`config.mk`:
```
export PLATFORM = sky130hd
export DESIGN_NAME = hvac_sequencer
export DESIGN_NICKNAME = d
export VERILOG_FILES = /design/src/rtl/hvac_pkg.sv /design/src/rtl/fan_pwm_gen.sv /design/src/rtl/hvac_sequencer.sv
export SDC_FILE = /design/constraint.sdc
export NUM_CORES = 1
export LEC_CHECK = 0
export CORE_ASPECT_RATIO = 0.8
export CORE_UTILIZATION = 45
export CTS_BUF_LIST = sky130_fd_sc_hd__clkbuf_4
export DETAILED_ROUTE_END_ITERATION = 10
export GPL_TIMING_DRIVEN = 1
export PLACE_DENSITY = 0.66
export SLEW_MARGIN = 20
export SYNTH_ARGS = -nofsm -noshare
export SYNTH_HDL_FRONTEND = slang
export SYNTH_SLANG_ARGS = --single-unit
```
`constraint.sdc`:
```
create_clock -name clk -period 5 [get_ports clk]
set_input_delay 1 -clock clk [delete_from_list [all_inputs] [get_ports clk]]
set_output_delay 1 -clock clk [all_outputs]
set_load 0.005 [all_outputs]
```
`src/rtl/hvac_pkg.sv`:
```
// Shared encodings for the HVAC sequencer: FSM states, input codes and the fan duty table.
// Duty values are out of 256, so 256 means the fan is always on.
package hvac_pkg;

  typedef enum logic [1:0] {
    ST_OFF   = 2'b00,
    ST_HEAT  = 2'b01,
    ST_COOL  = 2'b10,
    ST_DWELL = 2'b11
  } state_e;

  typedef enum logic [1:0] {
    MODE_IDLE   = 2'b00,
    MODE_AUTO   = 2'b01,
    MODE_MANUAL = 2'b10,
    MODE_RSVD   = 2'b11
  } mode_e;

  typedef enum logic [1:0] {
    HCS_HEAT = 2'b00,
    HCS_COOL = 2'b01,
    HCS_STOP = 2'b10,
    HCS_RSVD = 2'b11
  } hcs_e;

  typedef enum logic [1:0] {
    LVL_0 = 2'b00,
    LVL_1 = 2'b01,
    LVL_2 = 2'b10,
    LVL_3 = 2'b11
  } level_e;

  localparam logic [8:0] DUTY_L0        = 9'd64;
  localparam logic [8:0] DUTY_L1        = 9'd128;
  localparam logic [8:0] DUTY_L2        = 9'd192;
  localparam logic [8:0] DUTY_L3        = 9'd256;
  localparam logic [8:0] DUTY_QUIET_CAP = 9'd128;
  localparam logic [8:0] DUTY_RUNDOWN   = 9'd64;

  // Level sets the base duty, quiet mode caps it, and IDLE turns the fan off
  // except while dwelling, where a minimum run-down airflow is kept.
  function automatic logic [8:0] fan_duty(input logic [1:0] level,
                                          input logic       quiet,
                                          input logic       idle,
                                          input logic       dwell);
    logic [8:0] d;
    case (level)
      LVL_0:   d = DUTY_L0;
      LVL_1:   d = DUTY_L1;
      LVL_2:   d = DUTY_L2;
      default: d = DUTY_L3;
    endcase
    if (quiet && (d > DUTY_QUIET_CAP)) d = DUTY_QUIET_CAP;
    if (idle) d = dwell ? ((d < DUTY_RUNDOWN) ? DUTY_RUNDOWN : d) : 9'd0;
    return d;
  endfunction

endpackage

```
`src/rtl/fan_pwm_gen.sv`:
```
// Free-running 8-bit PWM for the fan; output is high while the counter is below duty.
// A 9-bit duty lets 256 express a fan that never switches off.
module fan_pwm_gen (
  input  logic       clk,
  input  logic       reset,
  input  logic [8:0] duty,
  output logic       pwm
);

  logic [7:0] r_cnt;
  logic       r_pwm;

  always_ff @(posedge clk or posedge reset) begin
    if (reset) begin
      r_cnt <= 8'd0;
      r_pwm <= 1'b0;
    end else begin
      r_cnt <= r_cnt + 8'd1;
      r_pwm <= ({1'b0, r_cnt} < duty);
    end
  end

  assign pwm = r_pwm;

endmodule

```
`src/rtl/hvac_sequencer.sv`:
```
// HVAC run sequencer: OFF -> HEAT/COOL -> DWELL -> OFF with a minimum on-time and a
// guard dwell between runs, plus level-driven fan PWM.
module hvac_sequencer
  import hvac_pkg::*;
#(
  parameter int MIN_ON_TICKS = 60,
  parameter int GUARD_TICKS  = 30
) (
  input  logic       clk,
  input  logic       reset,
  input  logic       tick,
  input  logic [1:0] mode,
  input  logic [1:0] heat_cool_stop,
  input  logic [1:0] level,
  input  logic       ultrasonic_mode,
  output logic       heater_en,
  output logic       cooler_en,
  output logic       fan_pwm,
  output logic [1:0] state
);

  localparam logic [7:0] MIN_ON_LOAD = 8'(MIN_ON_TICKS);
  localparam logic [7:0] GUARD_LOAD  = 8'(GUARD_TICKS);

  state_e     r_state;
  logic [7:0] r_tcnt;
  logic       r_heater_en;
  logic       r_cooler_en;

  logic       w_idle;
  logic       w_tcnt_zero;
  logic [8:0] w_duty;

  // The reserved mode code behaves exactly like IDLE.
  assign w_idle      = (mode == MODE_IDLE) || (mode == MODE_RSVD);
  assign w_tcnt_zero = (r_tcnt == 8'd0);

  always_ff @(posedge clk or posedge reset) begin
    if (reset) begin
      r_state     <= ST_OFF;
      r_tcnt      <= 8'd0;
      r_heater_en <= 1'b0;
      r_cooler_en <= 1'b0;
    end else begin
      // Enables follow the state register one clock later, so both can never be high.
      r_heater_en <= (r_state == ST_HEAT);
      r_cooler_en <= (r_state == ST_COOL);

      // NOTE: non-blocking assignments let the later entry loads in the case below
      // override this decrement, which is how an entry beats a coincident tick.
      if (tick && !w_tcnt_zero) r_tcnt <= r_tcnt - 8'd1;

      case (r_state)
        ST_OFF: begin
          if (!w_idle) begin
            if (heat_cool_stop == HCS_HEAT) begin
              r_state <= ST_HEAT;
              r_tcnt  <= MIN_ON_LOAD;
            end else if (heat_cool_stop == HCS_COOL) begin
              r_state <= ST_COOL;
              r_tcnt  <= MIN_ON_LOAD;
            end
          end
        end
        ST_HEAT: begin
          if (w_idle || (w_tcnt_zero && (heat_cool_stop != HCS_HEAT))) begin
            r_state <= ST_DWELL;
            r_tcnt  <= GUARD_LOAD;
          end
        end
        ST_COOL: begin
          if (w_idle || (w_tcnt_zero && (heat_cool_stop != HCS_COOL))) begin
            r_state <= ST_DWELL;
            r_tcnt  <= GUARD_LOAD;
          end
        end
        default: begin
          if (w_tcnt_zero) r_state <= ST_OFF;
        end
      endcase
    end
  end

  assign w_duty = fan_duty(level, ultrasonic_mode, w_idle, r_state == ST_DWELL);

  fan_pwm_gen u_fan_pwm_gen (
    .clk   (clk),
    .reset (reset),
    .duty  (w_duty),
    .pwm   (fan_pwm)
  );

  assign heater_en = r_heater_en;
  assign cooler_en = r_cooler_en;
  assign state     = r_state;

endmodule
```
# Word-level counts from Yosys, hierarchy flattened
# Index checks and enable logic that the tools add are counted.
# totals
ff_bits	21
inputBits	10
out_inout_bits	5
elab_cells	58
# op_classes
addsub	2
n_lt_le_gt_ge	3
eq_ne	12
mux	19
reduce_logical	16
# op_table
operator	count
$mux 8	6
$mux 9	4
$pmux 9 s3	1
$pmux 8 s3	1
$mux 2	6
$gt 9x8->1 const B	1
$lt 8x9->1	1
$lt 9x7->1 const B	1
$add 8x1->8 const B	1
$eq 2x2->1 const B	4
$logic_not 2->1	4
$logic_not 8->1	1
$sub 8x1->8 const B	1
$eq 2x1->1 const B	3
$ne 2x1->1 const B	3
$pmux 2 s3	1
$reduce_and 5->1	1
$logic_and 1x1->1	4
$reduce_bool 4->1	1
$logic_or 1x1->1	3
$ne 3x3->1 const B	1
$ne 2x2->1 const B	1
$reduce_bool 2->1	1
$logic_not 1->1	1

# Depth between registers and ports, before layout
# depth
ltp_word	10
ltp_mapped	7
depth_no_buf	7

# Hierarchy
# Synthesis repeated with hierarchy kept, for this count alone.
# hier_totals
cells_unflattened	160
hier_area_um2	1465.2
# by_module_without_submodules
module	n_inst	cells_per_inst	area_per_inst_um2
hvac_sequencer	1	110	944.7
fan_pwm_gen	1	50	520.5

# Worst setup path after synthesis
# OpenSTA, ideal clock, no wires.
# synth_path
kind	register -> register
startpoint	reg r_tcnt[0]
endpoint	reg r_state[0], in the netlist state[0]
setup_ps	128
arrival_ps	2318
required_time_ps	4872
slack_ps	2554
stages_incl_launch_ff	8
synth_period_minus_slack_ps	2446
cell_sequence	dfrtp_1 > inv_1 > ha_1 > or3b_1 > clkbuf_1 > o311a_1 > or4_1 > mux2_1
# synth_via
elab_chain_len	5
# synth_rtl
item	line	rtl
from (decl)	hvac_sequencer.sv:26	logic [7:0] r_tcnt;
from (signal assigned)	hvac_sequencer.sv:51	if (tick && !w_tcnt_zero) r_tcnt <= r_tcnt - 8'd1;
$logic_not 8->1 (*)	hvac_sequencer.sv:36	assign w_tcnt_zero = (r_tcnt == 8'd0);
$logic_and 1x1->1 (on tied branches)	hvac_sequencer.sv:72, hvac_sequencer.sv:66	
$logic_or 1x1->1 (on tied branches)	hvac_sequencer.sv:72, hvac_sequencer.sv:66	
$ne 2x1->1 (no line)	-	
$reduce_and 5->1 (no line) (*)	-	
to (signal assigned)	hvac_sequencer.sv:67	r_state <= ST_DWELL;
to (signal assigned)	hvac_sequencer.sv:73	r_state <= ST_DWELL;
to (signal assigned)	hvac_sequencer.sv:78	if (w_tcnt_zero) r_state <= ST_OFF;
to (decl)	hvac_sequencer.sv:25	state_e r_state;
# Mark *: on every way between the ends. The rest lies on a longest branch, timed or not.
# A chain may end at the register's enable or synchronous reset.

# Worst setup path after layout
# layout_path
startpoint	in heat_cool_stop[1]
endpoint	reg r_state[0], in the netlist state[0]
# layout_via
elab_chain_len	5
# layout_rtl
item	line	rtl
from (decl)	hvac_sequencer.sv:13	input logic [1:0] heat_cool_stop,
$ne 2x1->1 or $reduce_bool 2->1 (tied branches)	hvac_sequencer.sv:72, hvac_sequencer.sv:66	
$logic_and 1x1->1 (on tied branches)	hvac_sequencer.sv:72, hvac_sequencer.sv:66	
$logic_or 1x1->1 (on tied branches)	hvac_sequencer.sv:72, hvac_sequencer.sv:66	
$ne 2x1->1 (no line)	-	
$reduce_and 5->1 (no line)	-	
# Parallel ways exist; a longest one is shown, timed or not. The select of a mux whose other input is x is not followed.

==> key figures <==
Run status
  – Outcome: finished, final reports clean

Floorplan
  – I/O pin cnt: 15
  – Chip height: between 50 and 60 um
  – # rows: 17
  – Die area: about 0.0031 mm^2
  – Core area: around 0.0028 mm^2
  – Die width: a little over 60 um
  – Starting Density: 47.1%

Setup path
  – Worst EP required: 5.19 ns
  – CP Class: in -> reg
  – Cells on worst reg2reg path: 6
  – Critical path fanouts, max: 6
  – Arr. time, crit path: between 2 and 3 ns
  – CP Capture Type: register
  – R2r setup slk: 2.41 ns
  – CP startpoint kind: primary input
  – Worst r2r src: r_tcnt[0]
  – Reg-to-reg endpoint: state[0]

Timing
  – Slew @ Worst Pin: about 0.78 ns
  – Tmin final: between 2 and 3 ns
  – Max-slew violation count: 0
  – Clock skew: 0.00127 ns
  – Setup TNS: 0 ns
  – Hold Vio Cnt, Final: 0
  – Fmax: approximately 370 MHz
  – Final worst path period share: a little over half
  – RSZ-0062 raised after global routing: no
  – Slew HR: a little under half
  – Final setup vio count: 0

Drt
  – Max Used Layer: met3
  – Metal1 wirelength: 1150 um
  – DR DRC count: 0
  – DR pass1 iterations: 4
  – Routed wire length per instance: 13.6 um
  – Routed wl met2: roughly 1200 um
  – Antenna-violating nets left: 0
  – DR vias: slightly below 1000
  – Routed WL: approximately 2500 um
  – 1st-iter DRT viols: 42
  – Via-per-instance ratio: roughly 5.5
  – Metal3 WL: roughly 94 um

Global routing
  – Initial antenna violation count: 0
  – Vias in the first global route: roughly 1000
  – Pin count of the biggest net entering global routing: 22
  – All-Layer GR Usage: ~18%
  – Remaining global-route overflow: 0
  – Global-route wire length before repair: 4350 um

Worst hold path
  – Worst Hold End: u_fan_pwm_gen.r_cnt[0]
  – HP Start: u_fan_pwm_gen.r_cnt[0]
  – Hold/Removal Path Class: reg -> reg
  – Hold path cells: 1

Logic synthesis
  – Most frequent cell after synthesis: dfrtp_1
  – Mapped Cells: 128
  – Synth top area cells: dfrtp_1, ha_1, xnor2_1, mux2i_1, nor2_1
  – Yosys warns: 0
  – Synth cell count leaders: dfrtp_1, ha_1, nor2_1, inv_1, xnor2_1
  – Mapped Nets: between 150 and 200
  – Post-synth top area share: between 40% and 50%
  – Synth area leader: dfrtp_1
  – Synth Flop Type: dfrtp_1
  – #FFs+latches synth: 21
  – Share of the yosys chip area belonging to registers: between 40% and 50%
  – EDFF count, synth: 0
  – Post-Syn Area: 0.00130 mm^2
  – Number of distinct library cells after synthesis: 42
  – Async S/R FF share, synth: 100%
  – Mean Syn Cell Area: 10.2 um^2

Power
  – Sequential Power Share: a little over a third
  – Pwr/cell area: approximately 500 mW/mm^2
  – Combinational Power Share: a little over half
  – LEAKAGE: roughly 0.66 nW
  – Part of the power in the clock network: a little over a tenth
  – Sw Ratio: between 40% and 50%
  – Int Power: between 0.4 and 0.5 mW
  – P_sw: 0.303 mW
  – Worst IR Drop VDD: around 180 uV

Place
  – Gpl congestion: approximately 0.8
  – Placed wire-length estimate: 1920 um
  – Placed cell count: 177
  – IO Port Bufs: 14

Clock tree
  – # hold bufs at CTS: 0
  – Reg clk slew, reported paths: between 0.1 and 0.15 ns
  – Clk_lat worst skew: about 0.30 ns
  – Clk sinks: 21
  – Post-CTS Setup Bufs: 0
  – CTS resizes: 0
  – Clk root buf: clkbuf_4
  – H-Tree Depth: 1
  – Clock Tree Buf Depth: 2
  – CTS Buf Count: 3
  – TritonCTS clock tree: built

Layout
  – Antenna cell count: 0
  – Final Non-Filler Cells: approximately 180
  – Nets@finish: between 150 and 200
  – Syn-to-layout area delta: 15.5%
  – Share of layout cells above drive strength 1: around 6.3%
  – Final core utilization: roughly 54%

Run
  – Max Cap Viol: 0
[kinds of logic (layout without fill, tap and decap cells)]
group | after synthesis | count (layout) | synth area share [%]
compound gates | 24 | 24 | 13.1
flops | 21 | 21 | 40.3
xor+xnor | 10 | 10 | 6.72
buf+inv | 12 | 27 | 3.55
simple gates | 40 | 40 | 17.4
mux | 8 | 8 | 6.53
fa+ha+maj | 13 | 13 | 12.5
[state kept, by name, indices dropped and copies added (netlist names)]
| name | count |
|---|---|
| u_fan_pwm_gen.pwm | 1 |
| r_tcnt | 8 |
| state | 2 |
| u_fan_pwm_gen.r_cnt | 8 |
| heater_en | 1 |
| cooler_en | 1 |
[worst max path at each step]
stage,start,endpoint,slack [ns],cells past startpoint
after global routing,heat_cool_stop[1],state[0],2.27,5
final,heat_cool_stop[1],state[0],2.32,5
after floorplan,r_tcnt[0],state[0],2.55,7
after CTS,heat_cool_stop[1],state[0],2.34,5
after global placement,heat_cool_stop[1],state[0],2.06,5
after detailed placement,heat_cool_stop[1],state[0],2.01,5
[cell type report]
| class | count | area (um^2) |
|---|---|---|
| Sequential cell | 21 | 526 |
| Clock buffer | 3 | 22.5 |
| Inverter | 9 | 33.8 |
| Clock inverter | 1 | 5.00 |
| Tap cell | 38 | 47.5 |
| Multi-Input combinational cell | 95 | 732 |
| Timing Repair Buffer | 14 | 140 |
| Fill cell | 247 | 1260 |
[power by group through the flow]
stage / Sequential (mW) / Clock (mW) / Combinational, mW
after global placement: 0.264 / 0 / 0.375
after CTS: 0.263 / 0.0849 / 0.388
after detailed placement: 0.267 / 0 / 0.386
after floorplan: 0.258 / 0 / 0.279
final: 0.263 / 0.0808 / 0.388
after global routing: 0.273 / 0.0920 / 0.441
[cell usage in the layout (no fill, tap or decap), types with 4 or more instances in the layout]
| master | synthesis | routed |
|---|---|---|
| nor2_1 | 10 | 10 |
| xor2_1 | 4 | 4 |
| ha_1 | 13 | 13 |
| nand2_1 | 4 | 4 |
| o21ai_0 | 4 | 4 |
| dfrtp_1 | 21 | 21 |
| nor4_1 | 5 | 5 |
| mux2i_1 | 4 | 4 |
| clkdlybuf4s50_1 | 0 | 14 |
| inv_1 | 9 | 9 |
| xnor2_1 | 6 | 6 |
[metrics by stage]
step / area, um^2 / setup slack, ns / total power [mW] / hold WS [ns]
after global placement: 1480 / 2.06 / 0.640 / 0.463
after detailed placement: 1480 / 2.01 / 0.653 / 0.475
after floorplan: 1300 / 2.55 / 0.537 / 0.436
after global routing: 1510 / 2.27 / 0.806 / 0.520
final: 1510 / 2.32 / 0.733 / 0.486
after CTS: 1510 / 2.34 / 0.737 / 0.494
[critical path, stage by stage]
cell	delay [ns]
clkdlybuf4s50_1	0.54
nor2b_1	0.08
o311a_1	0.32
or4_1	0.58
mux2_1	0.34
[per-layer routing]
layer / track usage (%) / vias to the layer above
li1: - / 501
met1: 21.8 / 466
met2: 33.0 / 24
met3: 4.09 / 0
met4: 2.33 / 0
met5: 0 / -
Power figures use the tool's default switching activity.
